[src/rtl/decode_queue_if.sv]
// decode_queue_if: handshake bundle between fetch, the decode queue and issue.
//   in_valid/in_ready/in_pc/in_inst  : fetch side, queue input
//   out_valid/out_ready              : issue side handshake
//   pc_out/op/imm/en_*/reg_*/illegal : registered decoded micro-op
// slave  : the decode queue's view
// master : the fetch/issue environment's view
interface decode_queue_if #(
   parameter int ADDR_W = 32,
   parameter int INST_W = 32,
   parameter int OP_W   = 6
);
   logic              in_valid;
   logic              in_ready;
   logic [ADDR_W-1:0] in_pc;
   logic [INST_W-1:0] in_inst;
   logic              out_valid;
   logic              out_ready;
   logic [ADDR_W-1:0] pc_out;
   logic [OP_W-1:0]   op;
   logic [ADDR_W-1:0] imm;
   logic              en_rx;
   logic              en_ry;
   logic              en_w;
   logic [4:0]        reg_read_addrx;
   logic [4:0]        reg_read_addry;
   logic [4:0]        reg_write_addr;
   logic              illegal;

   modport slave (
      input  in_valid, in_pc, in_inst, out_ready,
      output in_ready, out_valid, pc_out, op, imm, en_rx, en_ry, en_w,
             reg_read_addrx, reg_read_addry, reg_write_addr, illegal
   );

   modport master (
      output in_valid, in_pc, in_inst, out_ready,
      input  in_ready, out_valid, pc_out, op, imm, en_rx, en_ry, en_w,
             reg_read_addrx, reg_read_addry, reg_write_addr, illegal
   );
endinterface

[src/rtl/decode_queue.sv]
// decode_queue: DEPTH-entry (pc, inst) FIFO feeding a registered RV32I
// micro-op slot with valid/ready handshakes on both sides.
// Ports:
//   clk    : rising-edge clock
//   rst_n  : asynchronous active-low reset
//   rdy    : global enable; 0 freezes everything except reset and flush
//   flush  : empties the queue and invalidates the output slot
//   bus    : decode_queue_if.slave (fetch input + decoded micro-op output)
// Optional feature macro: DECODE_ILLEGAL_STALL_EN
//   defined   -> after issue accepts an illegal micro-op, loading halts until
//                flush or reset (pushes continue while not full)
//   undefined -> illegal ops are emitted as NOP with illegal=1, no halt
// op encodings: NOP=0 LUI=1 AUIPC=2 JAL=3 JALR=4 BRANCH=8+f3 LOAD=16+f3
//   STORE=24+f3 OPIMM=32+f3 OP=40+f3 SUB/SRA=48+f3 SRAI=61
module decode_queue #(
   parameter int DEPTH  = 4,
   parameter int ADDR_W = 32,
   parameter int INST_W = 32,
   parameter int OP_W   = 6
) (
   input logic           clk,
   input logic           rst_n,
   input logic           rdy,
   input logic           flush,
   decode_queue_if.slave bus
);
   localparam int AW = $clog2(DEPTH);

   localparam logic [5:0] OP_NOP    = 6'd0;
   localparam logic [5:0] OP_LUI    = 6'd1;
   localparam logic [5:0] OP_AUIPC  = 6'd2;
   localparam logic [5:0] OP_JAL    = 6'd3;
   localparam logic [5:0] OP_JALR   = 6'd4;
   localparam logic [5:0] OP_BRANCH = 6'd8;
   localparam logic [5:0] OP_LOAD   = 6'd16;
   localparam logic [5:0] OP_STORE  = 6'd24;
   localparam logic [5:0] OP_OPIMM  = 6'd32;
   localparam logic [5:0] OP_OPREG  = 6'd40;
   localparam logic [5:0] OP_OPALT  = 6'd48;
   localparam logic [5:0] OP_SRAI   = 6'd61;

   logic [ADDR_W-1:0] mem_pc   [DEPTH];
   logic [INST_W-1:0] mem_inst [DEPTH];
   logic [AW-1:0]     head_q, tail_q;
   logic [AW:0]       count_q;

   logic              out_valid_q, ill_q, en_rx_q, en_ry_q, en_w_q;
   logic [ADDR_W-1:0] pc_q, imm_q;
   logic [5:0]        op_q;
   logic [4:0]        ax_q, ay_q, aw_q;

   logic push, load, stall;
   logic [31:0] hi;
   logic [2:0]  f3;

   // decoded head
   logic              d_illegal, d_rx, d_ry, d_w;
   logic [5:0]        d_op;
   logic [ADDR_W-1:0] d_imm;
   logic [4:0]        d_ax, d_ay, d_aw;

   assign bus.in_ready = (count_q != (AW+1)'(DEPTH));
   assign push = bus.in_valid & bus.in_ready & rdy & ~flush;
   assign load = rdy & ~flush & (count_q != '0) & (~out_valid_q | bus.out_ready) & ~stall;

`ifdef DECODE_ILLEGAL_STALL_EN
   logic halted_q;
   // Accepting an illegal op also blocks the load on that same edge, so the
   // entry behind it is never emitted.
   assign stall = halted_q | (out_valid_q & bus.out_ready & ill_q);
   always_ff @(posedge clk or negedge rst_n) begin
      if (!rst_n)
         halted_q <= 1'b0;
      else if (flush)
         halted_q <= 1'b0;
      else if (rdy & out_valid_q & bus.out_ready & ill_q)
         halted_q <= 1'b1;
   end
`else
   assign stall = 1'b0;
`endif

   assign hi = 32'(mem_inst[head_q]);
   assign f3 = hi[14:12];

   always_comb begin
      d_op = OP_NOP; d_imm = '0; d_illegal = 1'b0;
      d_rx = 1'b0; d_ry = 1'b0; d_w = 1'b0;
      d_ax = '0; d_ay = '0; d_aw = '0;
      case (hi[6:0])
         7'b0010011, 7'b0000011, 7'b1100111: begin
            if (hi[6:0] == 7'b0010011)
               d_op = (f3 == 3'd5 && hi[30]) ? OP_SRAI : (OP_OPIMM | {3'b0, f3});
            else if (hi[6:0] == 7'b0000011)
               d_op = OP_LOAD | {3'b0, f3};
            else
               d_op = OP_JALR;
            d_imm = ADDR_W'($signed(hi[31:20]));
            d_rx = 1'b1; d_w = 1'b1; d_ax = hi[19:15]; d_aw = hi[11:7];
         end
         7'b0110011: begin
            d_op = (hi[30] && (f3 == 3'd0 || f3 == 3'd5)) ? (OP_OPALT | {3'b0, f3})
                                                          : (OP_OPREG | {3'b0, f3});
            d_rx = 1'b1; d_ry = 1'b1; d_w = 1'b1;
            d_ax = hi[19:15]; d_ay = hi[24:20]; d_aw = hi[11:7];
         end
         7'b0100011, 7'b1100011: begin
            if (hi[6:0] == 7'b0100011) begin
               d_op  = OP_STORE | {3'b0, f3};
               d_imm = ADDR_W'($signed({hi[31:25], hi[11:7]}));
            end else begin
               d_op  = OP_BRANCH | {3'b0, f3};
               d_imm = ADDR_W'($signed({hi[31], hi[7], hi[30:25], hi[11:8], 1'b0}));
            end
            d_rx = 1'b1; d_ry = 1'b1; d_ax = hi[19:15]; d_ay = hi[24:20];
         end
         7'b0110111, 7'b0010111: begin
            d_op  = (hi[5]) ? OP_LUI : OP_AUIPC;
            d_imm = ADDR_W'($signed({hi[31:12], 12'b0}));
            d_w = 1'b1; d_aw = hi[11:7];
         end
         7'b1101111: begin
            d_op  = OP_JAL;
            d_imm = ADDR_W'($signed({hi[31], hi[19:12], hi[20], hi[30:21], 1'b0}));
            d_w = 1'b1; d_aw = hi[11:7];
         end
         default: d_illegal = 1'b1;
      endcase
   end

   always_ff @(posedge clk) begin
      if (push) begin
         mem_pc[tail_q]   <= bus.in_pc;
         mem_inst[tail_q] <= bus.in_inst;
      end
   end

   always_ff @(posedge clk or negedge rst_n) begin
      if (!rst_n) begin
         head_q <= '0; tail_q <= '0; count_q <= '0;
      end else if (flush) begin
         head_q <= '0; tail_q <= '0; count_q <= '0;
      end else begin
         if (push) tail_q <= tail_q + AW'(1);
         if (load) head_q <= head_q + AW'(1);
         case ({push, load})
            2'b10:   count_q <= count_q + (AW+1)'(1);
            2'b01:   count_q <= count_q - (AW+1)'(1);
            default: count_q <= count_q;
         endcase
      end
   end

   always_ff @(posedge clk or negedge rst_n) begin
      if (!rst_n) begin
         out_valid_q <= 1'b0; pc_q <= '0; op_q <= OP_NOP; imm_q <= '0;
         en_rx_q <= 1'b0; en_ry_q <= 1'b0; en_w_q <= 1'b0;
         ax_q <= '0; ay_q <= '0; aw_q <= '0; ill_q <= 1'b0;
      end else if (flush) begin
         out_valid_q <= 1'b0;
      end else if (load) begin
         out_valid_q <= 1'b1; pc_q <= mem_pc[head_q]; op_q <= d_op; imm_q <= d_imm;
         en_rx_q <= d_rx; en_ry_q <= d_ry; en_w_q <= d_w;
         ax_q <= d_ax; ay_q <= d_ay; aw_q <= d_aw; ill_q <= d_illegal;
      end else if (rdy & out_valid_q & bus.out_ready) begin
         out_valid_q <= 1'b0;
      end
   end

   assign bus.out_valid      = out_valid_q;
   assign bus.pc_out         = pc_q;
   assign bus.op             = OP_W'(op_q);
   assign bus.imm            = imm_q;
   assign bus.en_rx          = en_rx_q;
   assign bus.en_ry          = en_ry_q;
   assign bus.en_w           = en_w_q;
   assign bus.reg_read_addrx = ax_q;
   assign bus.reg_read_addry = ay_q;
   assign bus.reg_write_addr = aw_q;
   assign bus.illegal        = ill_q;
endmodule
[src/flat_wrapper.sv]
// flat-port wrapper written by rule: the top's interface ports become plain ports
module decode_queue_flat 
#(
   parameter int DEPTH  = 4,
   parameter int ADDR_W = 32,
   parameter int INST_W = 32,
   parameter int OP_W   = 6
)
  (clk, rst_n, rdy, flush, bus_in_valid, bus_in_pc, bus_in_inst, bus_out_ready, bus_in_ready, bus_out_valid, bus_pc_out, bus_op, bus_imm, bus_en_rx, bus_en_ry, bus_en_w, bus_reg_read_addrx, bus_reg_read_addry, bus_reg_write_addr, bus_illegal);
  decode_queue_if #(.ADDR_W(ADDR_W), .INST_W(INST_W), .OP_W(OP_W)) bus_i ();
  input logic clk;
  input logic rst_n;
  input logic rdy;
  input logic flush;
  input wire logic [$bits(bus_i.in_valid)-1:0] bus_in_valid;
  input wire logic [$bits(bus_i.in_pc)-1:0] bus_in_pc;
  input wire logic [$bits(bus_i.in_inst)-1:0] bus_in_inst;
  input wire logic [$bits(bus_i.out_ready)-1:0] bus_out_ready;
  output wire logic [$bits(bus_i.in_ready)-1:0] bus_in_ready;
  output wire logic [$bits(bus_i.out_valid)-1:0] bus_out_valid;
  output wire logic [$bits(bus_i.pc_out)-1:0] bus_pc_out;
  output wire logic [$bits(bus_i.op)-1:0] bus_op;
  output wire logic [$bits(bus_i.imm)-1:0] bus_imm;
  output wire logic [$bits(bus_i.en_rx)-1:0] bus_en_rx;
  output wire logic [$bits(bus_i.en_ry)-1:0] bus_en_ry;
  output wire logic [$bits(bus_i.en_w)-1:0] bus_en_w;
  output wire logic [$bits(bus_i.reg_read_addrx)-1:0] bus_reg_read_addrx;
  output wire logic [$bits(bus_i.reg_read_addry)-1:0] bus_reg_read_addry;
  output wire logic [$bits(bus_i.reg_write_addr)-1:0] bus_reg_write_addr;
  output wire logic [$bits(bus_i.illegal)-1:0] bus_illegal;
  assign bus_i.in_valid = bus_in_valid;
  assign bus_i.in_pc = bus_in_pc;
  assign bus_i.in_inst = bus_in_inst;
  assign bus_i.out_ready = bus_out_ready;
  assign bus_in_ready = bus_i.in_ready;
  assign bus_out_valid = bus_i.out_valid;
  assign bus_pc_out = bus_i.pc_out;
  assign bus_op = bus_i.op;
  assign bus_imm = bus_i.imm;
  assign bus_en_rx = bus_i.en_rx;
  assign bus_en_ry = bus_i.en_ry;
  assign bus_en_w = bus_i.en_w;
  assign bus_reg_read_addrx = bus_i.reg_read_addrx;
  assign bus_reg_read_addry = bus_i.reg_read_addry;
  assign bus_reg_write_addr = bus_i.reg_write_addr;
  assign bus_illegal = bus_i.illegal;
  decode_queue #(.DEPTH(DEPTH), .ADDR_W(ADDR_W), .INST_W(INST_W), .OP_W(OP_W)) u_core (.clk(clk), .rst_n(rst_n), .rdy(rdy), .flush(flush), .bus(bus_i));
endmodule
[config.mk]
export PLATFORM = sky130hd
export DESIGN_NAME = decode_queue_flat
export DESIGN_NICKNAME = d
export VERILOG_FILES = /design/src/rtl/decode_queue_if.sv /design/src/rtl/decode_queue.sv /design/src/flat_wrapper.sv
export SDC_FILE = /design/constraint.sdc
export NUM_CORES = 1
export LEC_CHECK = 0
export CORE_MARGIN = 5
export CORE_UTILIZATION = 45
export DETAILED_ROUTE_END_ITERATION = 10
export GPL_TIMING_DRIVEN = 0
export PLACE_DENSITY = 0.66
export SLEW_MARGIN = 40
export SYNTH_ARGS = -nofsm -noshare
export SYNTH_HDL_FRONTEND = slang
export SYNTH_SLANG_ARGS = --single-unit
[constraint.sdc]
create_clock -name clk -period 5.5 [get_ports clk]
set_input_delay 1.1 -clock clk [delete_from_list [all_inputs] [get_ports clk]]
set_output_delay 1.1 -clock clk [all_outputs]
set_load 0.02 [all_outputs]
* Word level (Yosys, flattened, before mapping)
Memories as Yosys holds them, arrays and structs flattened. A register that Yosys moved wholly into a read port is not among the register bits. Index checks and enable logic that the tools add are counted.
Storage, ports and cells: bits of input ports 70, output and inout port bits 91, word-level logic and storage cells 88, memories kept 2, bits in registers 65, RAM bits 256
Memory list:
- u_core.mem_inst | words 4, bits a word 32, rd ports 1, clocked after Yosys merged registers in 0, wr ports 1, line decode_queue.sv:43 | logic [INST_W-1:0] mem_inst [DEPTH];
- u_core.mem_pc | words 4, bits a word 32, rd ports 1, clocked after Yosys merged registers in 1, wr ports 1, line decode_queue.sv:42 | logic [ADDR_W-1:0] mem_pc [DEPTH];
Cells by class: add/sub/neg operators 4, equality and inequality tests 13, reductions and logical operators 18, bitwise logic cells 11, mux-type cells 27
Operators with widths (count):
- case mux 32 bit (4 select lines) | 1
- 2-to-1 mux 5 bit | 7
- case mux 6 bit (5 select lines) | 1
- equality test 7 x 6 -> 1 bit, second input constant | 3
- equality test 7 bit, second input constant | 3
- equality test 7 x 5 -> 1 bit, second input constant | 2
- 2-to-1 mux 12 bit | 1
- 2-to-1 mux 2 bit | 5
- 2-to-1 mux 1 bit | 9
- nonzero test 3 bit | 3
- OR reduction 9 bit | 1
- bitwise AND 1 bit | 8
- equality test 7 x 2 -> 1 bit, second input constant | 1
- OR reduction 7 bit | 1
- 2-to-1 mux 6 bit | 1
- case mux 3 bit (2 select lines) | 1
- OR reduction 3 bit | 2
- OR reduction 6 bit | 1
- adder 2 x 1 -> 2 bit, second input constant | 2
- nonzero test 2 bit | 2
- OR reduction 2 bit | 2
- adder 3 x 1 -> 3 bit, second input constant | 1
- equality test 3 bit, second input constant | 1
- zero test 3 bit | 1
- 11 further kinds | 13

* Longest topological paths before layout
Gate-level depths: netlist (run 1).
depth in word-level cells 7, depth in mapped cells 9, gate-level depth less buffers 6

* Worst setup path before layout (run 1)
No wires, ideal clock.
path type input to register, from input port flush, to memory u_core.mem_inst[0][0] (enable), path buffers 1, slack 2094 ps, required time 5071 ps, cell stages on the path 3, arrival time 2977 ps, setup time 429 ps, path through clkbuf_1 > nor2_1 > and2_1
On the way: longest elaborated chain between the ends 4
RTL lines:
- start: declaration | line flat_wrapper.sv:14 | input logic flush;
- inverter 1 bit (no line)
- bitwise AND 1 bit | line decode_queue.sv:63 | assign push = bus.in_valid & bus.in_ready & rdy & ~flush;
- 2-to-1 mux 1 bit | line decode_queue.sv:132 | if (push) begin
- 2-to-1 mux 1 bit (not written as such) | line decode_queue.sv:134 | mem_inst[tail_q] <= bus.in_inst;
- end: declaration | line decode_queue.sv:43
No other way between the ends.

* Worst setup path in the final report (run 1)
from input port rdy, to register u_core.count_q[2]
On the way: longest elaborated chain between the ends 6, elaborated cells between the ends (all ways) 10, classes of those cells eq/ne: 2; mux: 2; bitwise: 5; reduce/logical: 1
RTL lines:
- start: declaration | line flat_wrapper.sv:13 | input logic rdy;
- bitwise AND 1 bit (3 in series) | line decode_queue.sv:64 | assign load = rdy & ~flush & (count_q != '0) & (~out_valid_q | bus.out_ready) & ~stall;
- equality test 2 x 1 -> 1 bit / equality test 2 bit (equally long branches) | line decode_queue.sv:146 | case ({push, load})
- case mux 3 bit (2 select lines) | line decode_queue.sv:146
- 2-to-1 mux 3 bit | line decode_queue.sv:141 | end else if (flush) begin
- end signal: assignment | line decode_queue.sv:147 | 2'b10: count_q <= count_q + (AW+1)'(1);
- end signal: assignment | line decode_queue.sv:148 | 2'b01: count_q <= count_q - (AW+1)'(1);
- end signal: assignment | line decode_queue.sv:149 | default: count_q <= count_q;
- end: declaration | line decode_queue.sv:45 | logic [AW:0] count_q;
Several ways; a longest one is shown, not always the timed one. A chain may end at the register's enable or synchronous reset.

==> results of run 1 <==
-- cells in the mapped netlist (9+ instances only) --
library cell	count
a21oi_2	10
a22o_1	23
and2_1	9
buf_2	10
clkbuf_1	23
dfrtp_1	97
edfxtp_1	256
inv_1	10
mux4_2	64
nand2_1	143
nor2_1	27
o21ai_0	13
-- worst min-delay path by stage --
stage,start,endpoint,slack [ns],cells after the start
floorplan,u_core.count_q[0]$_DFFE_PN0P_,u_core.count_q[0]$_DFFE_PN0P_,0.52,1
global placement,u_core.bus.pc_out[27]$_DFFE_PN0P_,u_core.bus.pc_out[27]$_DFFE_PN0P_,0.46,2
detailed placement,u_core.bus.pc_out[17]$_DFFE_PN0P_,u_core.bus.pc_out[17]$_DFFE_PN0P_,0.46,2
CTS,rst_n,u_core.bus.reg_read_addry[0]$_DFFE_PN0P_,0.47,1
global route,rst_n,u_core.bus.reg_write_addr[0]$_DFFE_PN0P_,0.49,1
finish,rst_n,u_core.bus.reg_read_addry[0]$_DFFE_PN0P_,0.47,1
-- worst register-to-register path: stages (launching register included) --
cell	delay, ns
dfrtp_1	0.42
nor3_1	0.29
or3_1	0.15
clkbuf_1	0.49
clkbuf_1	0.64
clkbuf_1	0.51
nor2_1	0.13
fa_1	0.42
o311a_1	0.13
o31ai_1	0.25
-- registers in the layout, indices dropped and copies added, names as in the netlist, 3 cells and up --
signal,flops
u_core.mem_inst,128
u_core.bus.pc_out,32
u_core.bus.op,6
u_core.bus.imm,32
u_core.mem_pc,128
u_core.count_q,3
u_core.bus.reg_read_addry,5
u_core.bus.reg_write_addr,5
u_core.bus.reg_read_addrx,5
-- cell families (layout without fill, tap and decap cells) --
| group | after synthesis | count (layout) | share of synthesized area |
|---|---|---|---|
| simple gates | 224 | 224 | 0.07425 |
| xor+xnor | 4 | 4 | 0.002560 |
| mux | 68 | 68 | 0.1084 |
| buf+inv | 50 | 287 | 0.01765 |
| fa+ha+maj | 5 | 5 | 0.005121 |
| flops | 353 | 353 | 0.7392 |
| compound gates | 92 | 92 | 0.05285 |
-- final cells by class --
class                      instances  area [µm²]  share of cell area
clock inverter                    14       163.9            0.009523
buffer                            40       203.9             0.01185
sequential                       353       10110              0.5877
clock buffer                      54        1052             0.06114
tap                              390       488.0             0.02835
multi-input combinational        393        3342              0.1942
inverter                          10       37.54            0.002181
timing repair buffer             169        1809              0.1051
-- per-stage QoR --
| stage | power, mW | utilization | area, µm² |
|---|---|---|---|
| floorplan | 3.974 | - | 13680 |
| global placement | 4.635 | 0.5294 | 15770 |
| detailed placement | 4.663 | 0.5368 | 16000 |
| CTS | 7.148 | 0.5776 | 17210 |
| global route | 7.377 | 0.5776 | 17210 |
| finish | 7.062 | 0.5776 | 17210 |
-- layer usage --
| layer | GRT usage | vias to the layer above |
|---|---|---|
| met1 | 0.2587 | 3875 |
| met3 | 0.03375 | 58 |
| met2 | 0.2792 | 265 |
| met4 | 0.05146 | 2 |
| li1 | - | 3474 |
| met5 | 0 | - |
-- power groups by stage --
stage	clock, mW	combinational (mW)	sequential [mW]
floorplan	0	0.432	3.54
global placement	0	1.33	3.31
detailed placement	0	1.35	3.31
CTS	2.53	1.36	3.26
global route	2.65	1.44	3.29
finish	2.47	1.34	3.26
==> results.json, run 1 <==
{
  "ys_warn_count": 0,
  "crit_path_end": "u_core.count_q[2]$_DFFE_PN0P_",
  "skew_ns": 0.01749,
  "nets": 1079,
  "start_kind": "input port",
  "first_pass_iters": 5,
  "r2r_cells": 9,
  "layout_commonest_cell": "edfxtp_1",
  "io-pin-count": 161,
  "crit_top_cell": "clkbuf_1",
  "synth_edf_count": 256,
  "root_buffer": "clkbuf_16",
  "async_reset_ff_frac": 0.2748,
  "report.final.slew_viol_count": 0,
  "ys_types": 61,
  "critPathKind": "input port to register",
  "final_cells": 1423,
  "vias_per_cell": 5.393,
  "setup_viol": 0,
  "syn_area_um2": 13680,
  "power_frac_seq": 0.461,
  "slew_headroom": 0.4948,
  "cts_max_path_buffers": 3,
  "start_util": 0.4592,
  "drt-met1-wl_mm": 13.25,
  "ir_drop_v": 0.0002840,
  "drv_cap": 0,
  "path_buf_inv": 4,
  "finalSetupTns_ns": 0,
  "grt_max_degree": 58,
  "max_freq_ghz": 0.2472,
  "layout_common_cells": "edfxtp_1, clkdlybuf4s50_1, nand2_1",
  "critPathCaptureType": "register",
  "path_clk_slew_ns": 0.06,
  "critPathArrivalTime_ns": 4.45,
  "p_leak_nw": 6.112,
  "crit_family": "buffers and inverters",
  "grtUsageTotal": 0.1782,
  "p_sw_mw": 1.806,
  "n_fill_cell": 2348,
  "overflow": 0,
  "worstMarginPinSlew_ns": 0.7561,
  "dr_wl_met3_mm": 1.948,
  "path_cells": "clkdlybuf4s50_1 -> nand2b_1 -> or3_1 -> clkbuf_1 -> clkbuf_1 -> clkbuf_1 -> nor2_1 -> fa_1 -> o311a_1 -> o31ai_1",
  "switching_share": 0.2557,
  "critPathSlowestCell": "clkbuf_1",
  "power_density_nw_per_um2": 410.3,
  "pwr-share-clk": 0.350,
  "synth_top_area_share": 0.5618,
  "drt-total-wl_mm": 29.92,
  "reg2reg_from": "u_core.count_q[1]$_DFFE_PN0P_",
  "reg2reg_to": "u_core.count_q[2]$_DFFE_PN0P_",
  "synthTopCellsByArea": "edfxtp_1, dfrtp_1, mux4_2",
  "synth_ff_type": "edfxtp_1",
  "yosysSeqAreaShare": 0.7392,
  "avgRoutedWirePerCell_um": 21.03,
  "num_antenna_cells": 0,
  "p_int_mw": 5.256,
  "min_period_over_period": 0.7354,
  "worstSetupStartpoint": "rdy",
  "hold-worst-slack_ns": 0.4704,
  "drive_gt1_frac": 0.1617,
  "clkLatencyLatePin_ns": 0.51,
  "antenna_found_initial": 1,
  "dpl_worst_slack_ns": 0.9629,
  "outcome": "finished, final reports clean",
  "hold_class": "input port to asynchronous set/reset pin",
  "fin_ws_ns": 1.455,
  "pwr-share-comb": 0.189,
  "cp_max_fo": 10,
  "cts_tree": "done",
  "grt_setup_unrepaired": "no",
  "hpwl_mm": 20.15,
  "drt_iter0_drc": 495,
  "hold_buffers": 0,
  "place.gp.congestion": 0.8166,
  "die-area_um2": 33990,
  "wl_met2_mm": 14.02,
  "crit_required_ns": 5.90,
  "post_cts_resized": 0,
  "slowest_delay_ns": 0.64,
  "ant_nets": 0,
  "htree_levels": 2,
  "grt_pass1_vias": 7960,
  "vias": 7674,
  "routed.top_layer": "met5",
  "cts_buffers": 37,
  "syn_inst": 796,
  "synth_nets": 871,
  "synth_seq_cells": 353,
  "die_x_um": 184.4,
  "placed_cells": 1355,
  "r2r_slack_ns": 1.97,
  "coreArea_um2": 29800,
  "cts_setup_buffers": 0,
  "area_delta_synth_final_pct": 25.79,
  "drc": 0,
  "grt_pass1_wl_mm": 46.55,
  "path_depth": 10,
  "die_h_um": 184.4,
  "port_buffers": 160,
  "fp-row-count": 63,
  "hold_viol": 0,
  "yosysTopAreaCell": "edfxtp_1",
  "fin_crit_ns": 4.045,
  "syn_avg_cell_area_um2": 17.19,
  "clock-sinks": 353
}
No activity file was read; power rests on OpenSTA's default activity.
==> inputs of run 2 (changes only) <==
--- a/config.mk
+++ b/config.mk
@@ -9,7 +9,7 @@
 export CORE_UTILIZATION = 45
 export DETAILED_ROUTE_END_ITERATION = 10
 export GPL_TIMING_DRIVEN = 0
-export PLACE_DENSITY = 0.66
+export PLACE_DENSITY = 0.69
 export SLEW_MARGIN = 40
 export SYNTH_ARGS = -nofsm -noshare
 export SYNTH_HDL_FRONTEND = slang
==> constraint.sdc (replaced) <==
create_clock -name clk -period 3.25 [get_ports clk]
set_input_delay 0.65 -clock clk [delete_from_list [all_inputs] [get_ports clk]]
set_output_delay 0.65 -clock clk [all_outputs]
set_load 0.02 [all_outputs]
==> results.json, run 2 (same netlist as run 1, synthesis figures left out) <==
{
  "hold_class": "input port to asynchronous set/reset pin",
  "coreArea_um2": 29800,
  "total_power_mw": 11.83,
  "drv_cap": 0,
  "grt_pass1_vias": 8036,
  "io-pin-count": 161,
  "crit_required_ns": 3.62,
  "grt_max_degree": 62,
  "htree_levels": 2,
  "grt_pass1_wl_mm": 46.11,
  "path_cells": "clkdlybuf4s50_1 -> nand2b_1 -> or3_1 -> clkbuf_2 -> clkbuf_2 -> nor2_1 -> fa_1 -> a32oi_1 -> o2bb2ai_1",
  "area_delta_synth_final_pct": 25.42,
  "cts_max_path_buffers": 3,
  "fin_crit_ns": 3.068,
  "drt_iter0_drc": 496,
  "start_util": 0.4592,
  "cts_buffers": 36,
  "antenna_found_initial": 3,
  "cp_max_fo": 10,
  "setup_viol": 0,
  "drive_gt1_frac": 0.1722,
  "ant_nets": 0,
  "place.gp.congestion": 0.8367,
  "cts_tree": "done",
  "max_freq_ghz": 0.3260,
  "p_leak_nw": 6.109,
  "skew_ns": 0.01460,
  "root_buffer": "clkbuf_16",
  "hpwl_mm": 20.24,
  "die_x_um": 184.4,
  "outcome": "finished, final reports clean",
  "clock-sinks": 353,
  "grt_setup_unrepaired": "no",
  "critPathArrivalTime_ns": 3.43,
  "critPathCaptureType": "register",
  "grtUsageTotal": 0.1762,
  "report.final.slew_viol_count": 0,
  "slowest_delay_ns": 0.62,
  "fin_ws_ns": 0.1823,
  "finalSetupTns_ns": 0,
  "vias": 7742,
  "die_h_um": 184.4,
  "drt-total-wl_mm": 29.68,
  "dpl_worst_slack_ns": -0.8459,
  "hold_viol": 0,
  "die-area_um2": 33990,
  "first_pass_iters": 5,
  "slew_headroom": 0.4339,
  "crit_top_cell": "clkbuf_2",
  "fp-row-count": 63,
  "path_clk_slew_ns": 0.06,
  "vias_per_cell": 5.460,
  "layout_common_cells": "edfxtp_1, clkdlybuf4s50_1, nand2_1",
  "port_buffers": 160,
  "reg_top3": "u_core.mem_inst x128, u_core.mem_pc x128",
  "power_density_nw_per_um2": 689.2,
  "nets": 1077,
  "hold_buffers": 0,
  "start_kind": "input port",
  "ir_drop_v": 0.0004387,
  "min_period_over_period": 0.9439,
  "worstMarginPinSlew_ns": 0.8473,
  "avgRoutedWirePerCell_um": 20.93,
  "clkLatencyLatePin_ns": 0.51,
  "layout_commonest_cell": "edfxtp_1",
  "critPathKind": "input port to register",
  "drc": 0,
  "num_antenna_cells": 0,
  "critPathSlowestCell": "or3_1",
  "overflow": 0
}
-- run 2: cell types whose count changed in the layout (fill, tap and decap cells not counted), sizes merged --
| cell | previous run | this run |
|---|---|---|
| clkinv | 9 | 8 |
| bufinv | 4 | 2 |
| inv | 11 | 10 |
| clkbuf | 77 | 76 |
-- run 2: critical path, delay by kind of cell --
kind / cells / cell delay, ns
AO/OA/AOI/OAI: 2 / 0.25
buffers and inverters: 3 / 1.21
AND/OR/NAND/NOR: 3 / 0.89
adder cells (fa/ha/maj): 1 / 0.42
-- run 2: repair_timing --
| item | CTS | global route |
|---|---|---|
| setup buffers | 0 | 0 |
| endpoints found under the hold margin | 0 | 0 |
| endpoints found under the setup margin | 2 | 2 |
| resized for setup | 1 | 2 |
| pin swaps | 0 | 0 |
-- run 2: per-stage QoR --
step,util,instances,hold WS [ns],instance area [µm²]
after floorplan,-,796,0.3544,13680
after global placement,0.5294,1346,0.4604,15770
after detailed placement,0.5363,1355,0.4635,15980
after CTS,0.5759,1418,0.02549,17160
after global routing,0.5760,1418,0.04430,17160
final,0.5760,1418,0.02235,17160
-- run 2: path summary, 6_finish.rpt --
path,end,depth (start not counted),startpoint,slack [ns]
worst max-delay path,u_core.count_q[1]$_DFFE_PN0P_,9,rdy,0.18
worst min-delay path,u_core.bus.reg_read_addry[0]$_DFFE_PN0P_,1,rst_n,0.02
worst max register to register,u_core.count_q[2]$_DFFE_PN0P_,8,u_core.count_q[1]$_DFFE_PN0P_,0.35
worst min register to register,u_core.bus.pc_out[4]$_DFFE_PN0P_,2,u_core.bus.pc_out[4]$_DFFE_PN0P_,0.47
max in group asynchronous,u_core.bus.pc_out[11]$_DFFE_PN0P_,2,rst_n,2.60
min in group clk,u_core.bus.pc_out[4]$_DFFE_PN0P_,2,u_core.bus.pc_out[4]$_DFFE_PN0P_,0.47
-- run 2: report_power, final --
group / switching [mW] / internal (mW) / leakage, nW / total, mW
combinational: 1.19 / 1.07 / 1.94 / 2.26
clock: 1.60 / 2.45 / 0.588 / 4.06
sequential: 0.250 / 5.26 / 3.58 / 5.51
-- run 2: layer usage --
metal  wire [µm]  vias to the layer above  track usage
met5          46                        -            0
met4         617                        6      0.04466
met3        2095                       50      0.03493
met2       14350                      265       0.2872
met1       12570                     3952       0.2473
li1            -                     3469            -
-- run 2: final cells by class --
class | instances | area [µm²]
clock inverter | 10 | 102.6
tap | 390 | 488.0
timing repair buffer | 169 | 1794
buffer | 39 | 202.7
clock buffer | 54 | 1080
fill | 2295 | 12630
inverter | 10 | 37.54
multi-input combinational | 393 | 3342
sequential | 353 | 10110
==> inputs of run 3 (changes only) <==
--- a/config.mk
+++ b/config.mk
@@ -8,7 +8,6 @@
 export CORE_MARGIN = 5
 export CORE_UTILIZATION = 45
 export DETAILED_ROUTE_END_ITERATION = 10
-export GPL_TIMING_DRIVEN = 0
 export PLACE_DENSITY = 0.69
 export SLEW_MARGIN = 40
 export SYNTH_ARGS = -nofsm -noshare
==> results.json, run 3 (same netlist as run 1, synthesis figures left out) <==
{
  "hold_viol": 0,
  "hpwl_mm": 19.49,
  "path_buf_inv": 1,
  "coreArea_um2": 29800,
  "overflow": 0,
  "power_frac_seq": 0.466,
  "grt_max_degree": 64,
  "outcome": "finished, final reports clean",
  "slowest_delay_ns": 0.56,
  "skew_ns": 0.01732,
  "die_x_um": 184.4,
  "final_cells": 1397,
  "worstMarginPinSlew_ns": 0.7469,
  "cts_tree": "done",
  "htree_levels": 2,
  "switching_share": 0.2607,
  "grt_pass1_wl_mm": 46.38,
  "p_leak_nw": 6.047,
  "power_density_nw_per_um2": 693.8,
  "critPathKind": "register to primary output",
  "report.final.slew_viol_count": 0,
  "p_int_mw": 8.773,
  "critPathArrivalTime_ns": 2.04,
  "final_area_um2": 17110,
  "drv_cap": 0,
  "total_power_mw": 11.87,
  "layout_common_cells": "edfxtp_1, clkdlybuf4s50_1, nand2_1",
  "setup_viol": 0,
  "first_pass_iters": 5,
  "fin_crit_ns": 2.690,
  "hold_class": "input port to asynchronous set/reset pin",
  "hold_buffers": 0,
  "min_period_over_period": 0.8276,
  "post_cts_resized": 0,
  "ant_nets": 0,
  "dpl_worst_slack_ns": 0.4444,
  "start_kind": "register",
  "root_buffer": "clkbuf_16",
  "clock-sinks": 353,
  "hold-worst-slack_ns": 0.05744,
  "max_freq_ghz": 0.3718,
  "pwr-share-comb": 0.187,
  "slew_headroom": 0.5020,
  "place_area_um2": 15910,
  "fin_ws_ns": 0.5605,
  "cts_max_path_buffers": 3,
  "critPathCaptureType": "primary output",
  "cts_buffers": 36,
  "port_buffers": 160,
  "vias_per_cell": 5.424,
  "io-pin-count": 161,
  "grtUsageTotal": 0.1761,
  "start_util": 0.4592,
  "place.gp.congestion": 0.8301,
  "final_core_util": 0.5741,
  "area_delta_synth_final_pct": 25.01,
  "fp-row-count": 63,
  "p_sw_mw": 3.094,
  "path_clk_slew_ns": 0.06,
  "path_cells": "or3b_2 -> clkdlybuf4s50_1",
  "cp_max_fo": 5,
  "nets": 1053,
  "vias": 7577,
  "drc": 0,
  "critPathSlowestCell": "clkdlybuf4s50_1",
  "grt_pass1_vias": 7829,
  "ir_drop_v": 0.0004070,
  "reg_top3": "u_core.mem_inst x128, u_core.mem_pc x128",
  "cts_setup_buffers": 0,
  "antenna_found_initial": 5,
  "drt-total-wl_mm": 29.51,
  "die_h_um": 184.4,
  "drive_gt1_frac": 0.1721,
  "avgRoutedWirePerCell_um": 21.13,
  "pwr-share-clk": 0.346,
  "finalSetupTns_ns": 0,
  "clkLatencyLatePin_ns": 0.52,
  "drt_iter0_drc": 614,
  "crit_family": "buffers and inverters",
  "die-area_um2": 33990,
  "crit_required_ns": 2.60,
  "grt_setup_unrepaired": "no",
  "placed_cells": 1330,
  "layout_commonest_cell": "edfxtp_1",
  "multi_input_area_um2": 3347,
  "n_fill_cell": 2280,
  "regArea_um2": 10120
}
-- run 3: cell types whose count changed in the layout (fill, tap and decap cells not counted), moves of 3 or more --
cell,before,now
clkbuf_8,9,3
clkinv_1,1,4
buf_2,10,0
buf_6,4,0
clkbuf_1,28,9
buf_12,8,11
buf_4,3,14
-- run 3: path summary, 6_finish.rpt --
path / startpoint / end / slack, ns / cells after the start
setup / recovery: u_core.count_q[1]$_DFFE_PN0P_ / bus_in_ready / 0.56 / 2
hold / removal: rst_n / u_core.bus.reg_read_addry[4]$_DFFE_PN0P_ / 0.06 / 1
setup reg to reg: u_core.head_q[0]$_DFFE_PN0P_ / u_core.bus.imm[30]$_DFFE_PN0P_ / 0.61 / 5
hold reg to reg: u_core.bus.pc_out[9]$_DFFE_PN0P_ / u_core.bus.pc_out[9]$_DFFE_PN0P_ / 0.47 / 2
max in group asynchronous: rst_n / u_core.bus.pc_out[2]$_DFFE_PN0P_ / 2.63 / 2
min in group clk: u_core.bus.pc_out[9]$_DFFE_PN0P_ / u_core.bus.pc_out[9]$_DFFE_PN0P_ / 0.47 / 2
-- run 3: power groups by stage --
| stage | logic (mW) | registers (mW) | clock network, mW |
|---|---|---|---|
| 6_report | 2.22 | 5.53 | 4.11 |
| 5_1_grt | 2.40 | 5.58 | 4.41 |
| 4_1_cts | 2.26 | 5.54 | 4.21 |
| 3_5_place_dp | 2.25 | 5.62 | 0 |
| 3_3_place_gp | 2.21 | 5.62 | 0 |
| 2_1_floorplan | 0.730 | 6.00 | 0 |
-- run 3: layout make-up --
| cell class | count | area share |
|---|---|---|
| inverters | 10 | 0.002194 |
| repair buffers | 184 | 0.1121 |
| multi-input cells | 393 | 0.1957 |
| clock inverters | 17 | 0.01244 |
| flip-flops and latches | 353 | 0.5918 |
| diodes | 2 | 0.0002926 |
| clock buffers | 48 | 0.05705 |
| well taps | 390 | 0.02853 |
-- run 3: metal layers --
metal / GRT usage / part of all wire / up-vias
li1: - / - / 3428
met1: 0.2600 / 0.45 / 3842
met2: 0.2698 / 0.47 / 256
met3: 0.03908 / 0.067 / 45
met4: 0.04496 / 0.019 / 6
met5: 0 / 0.0014 / -
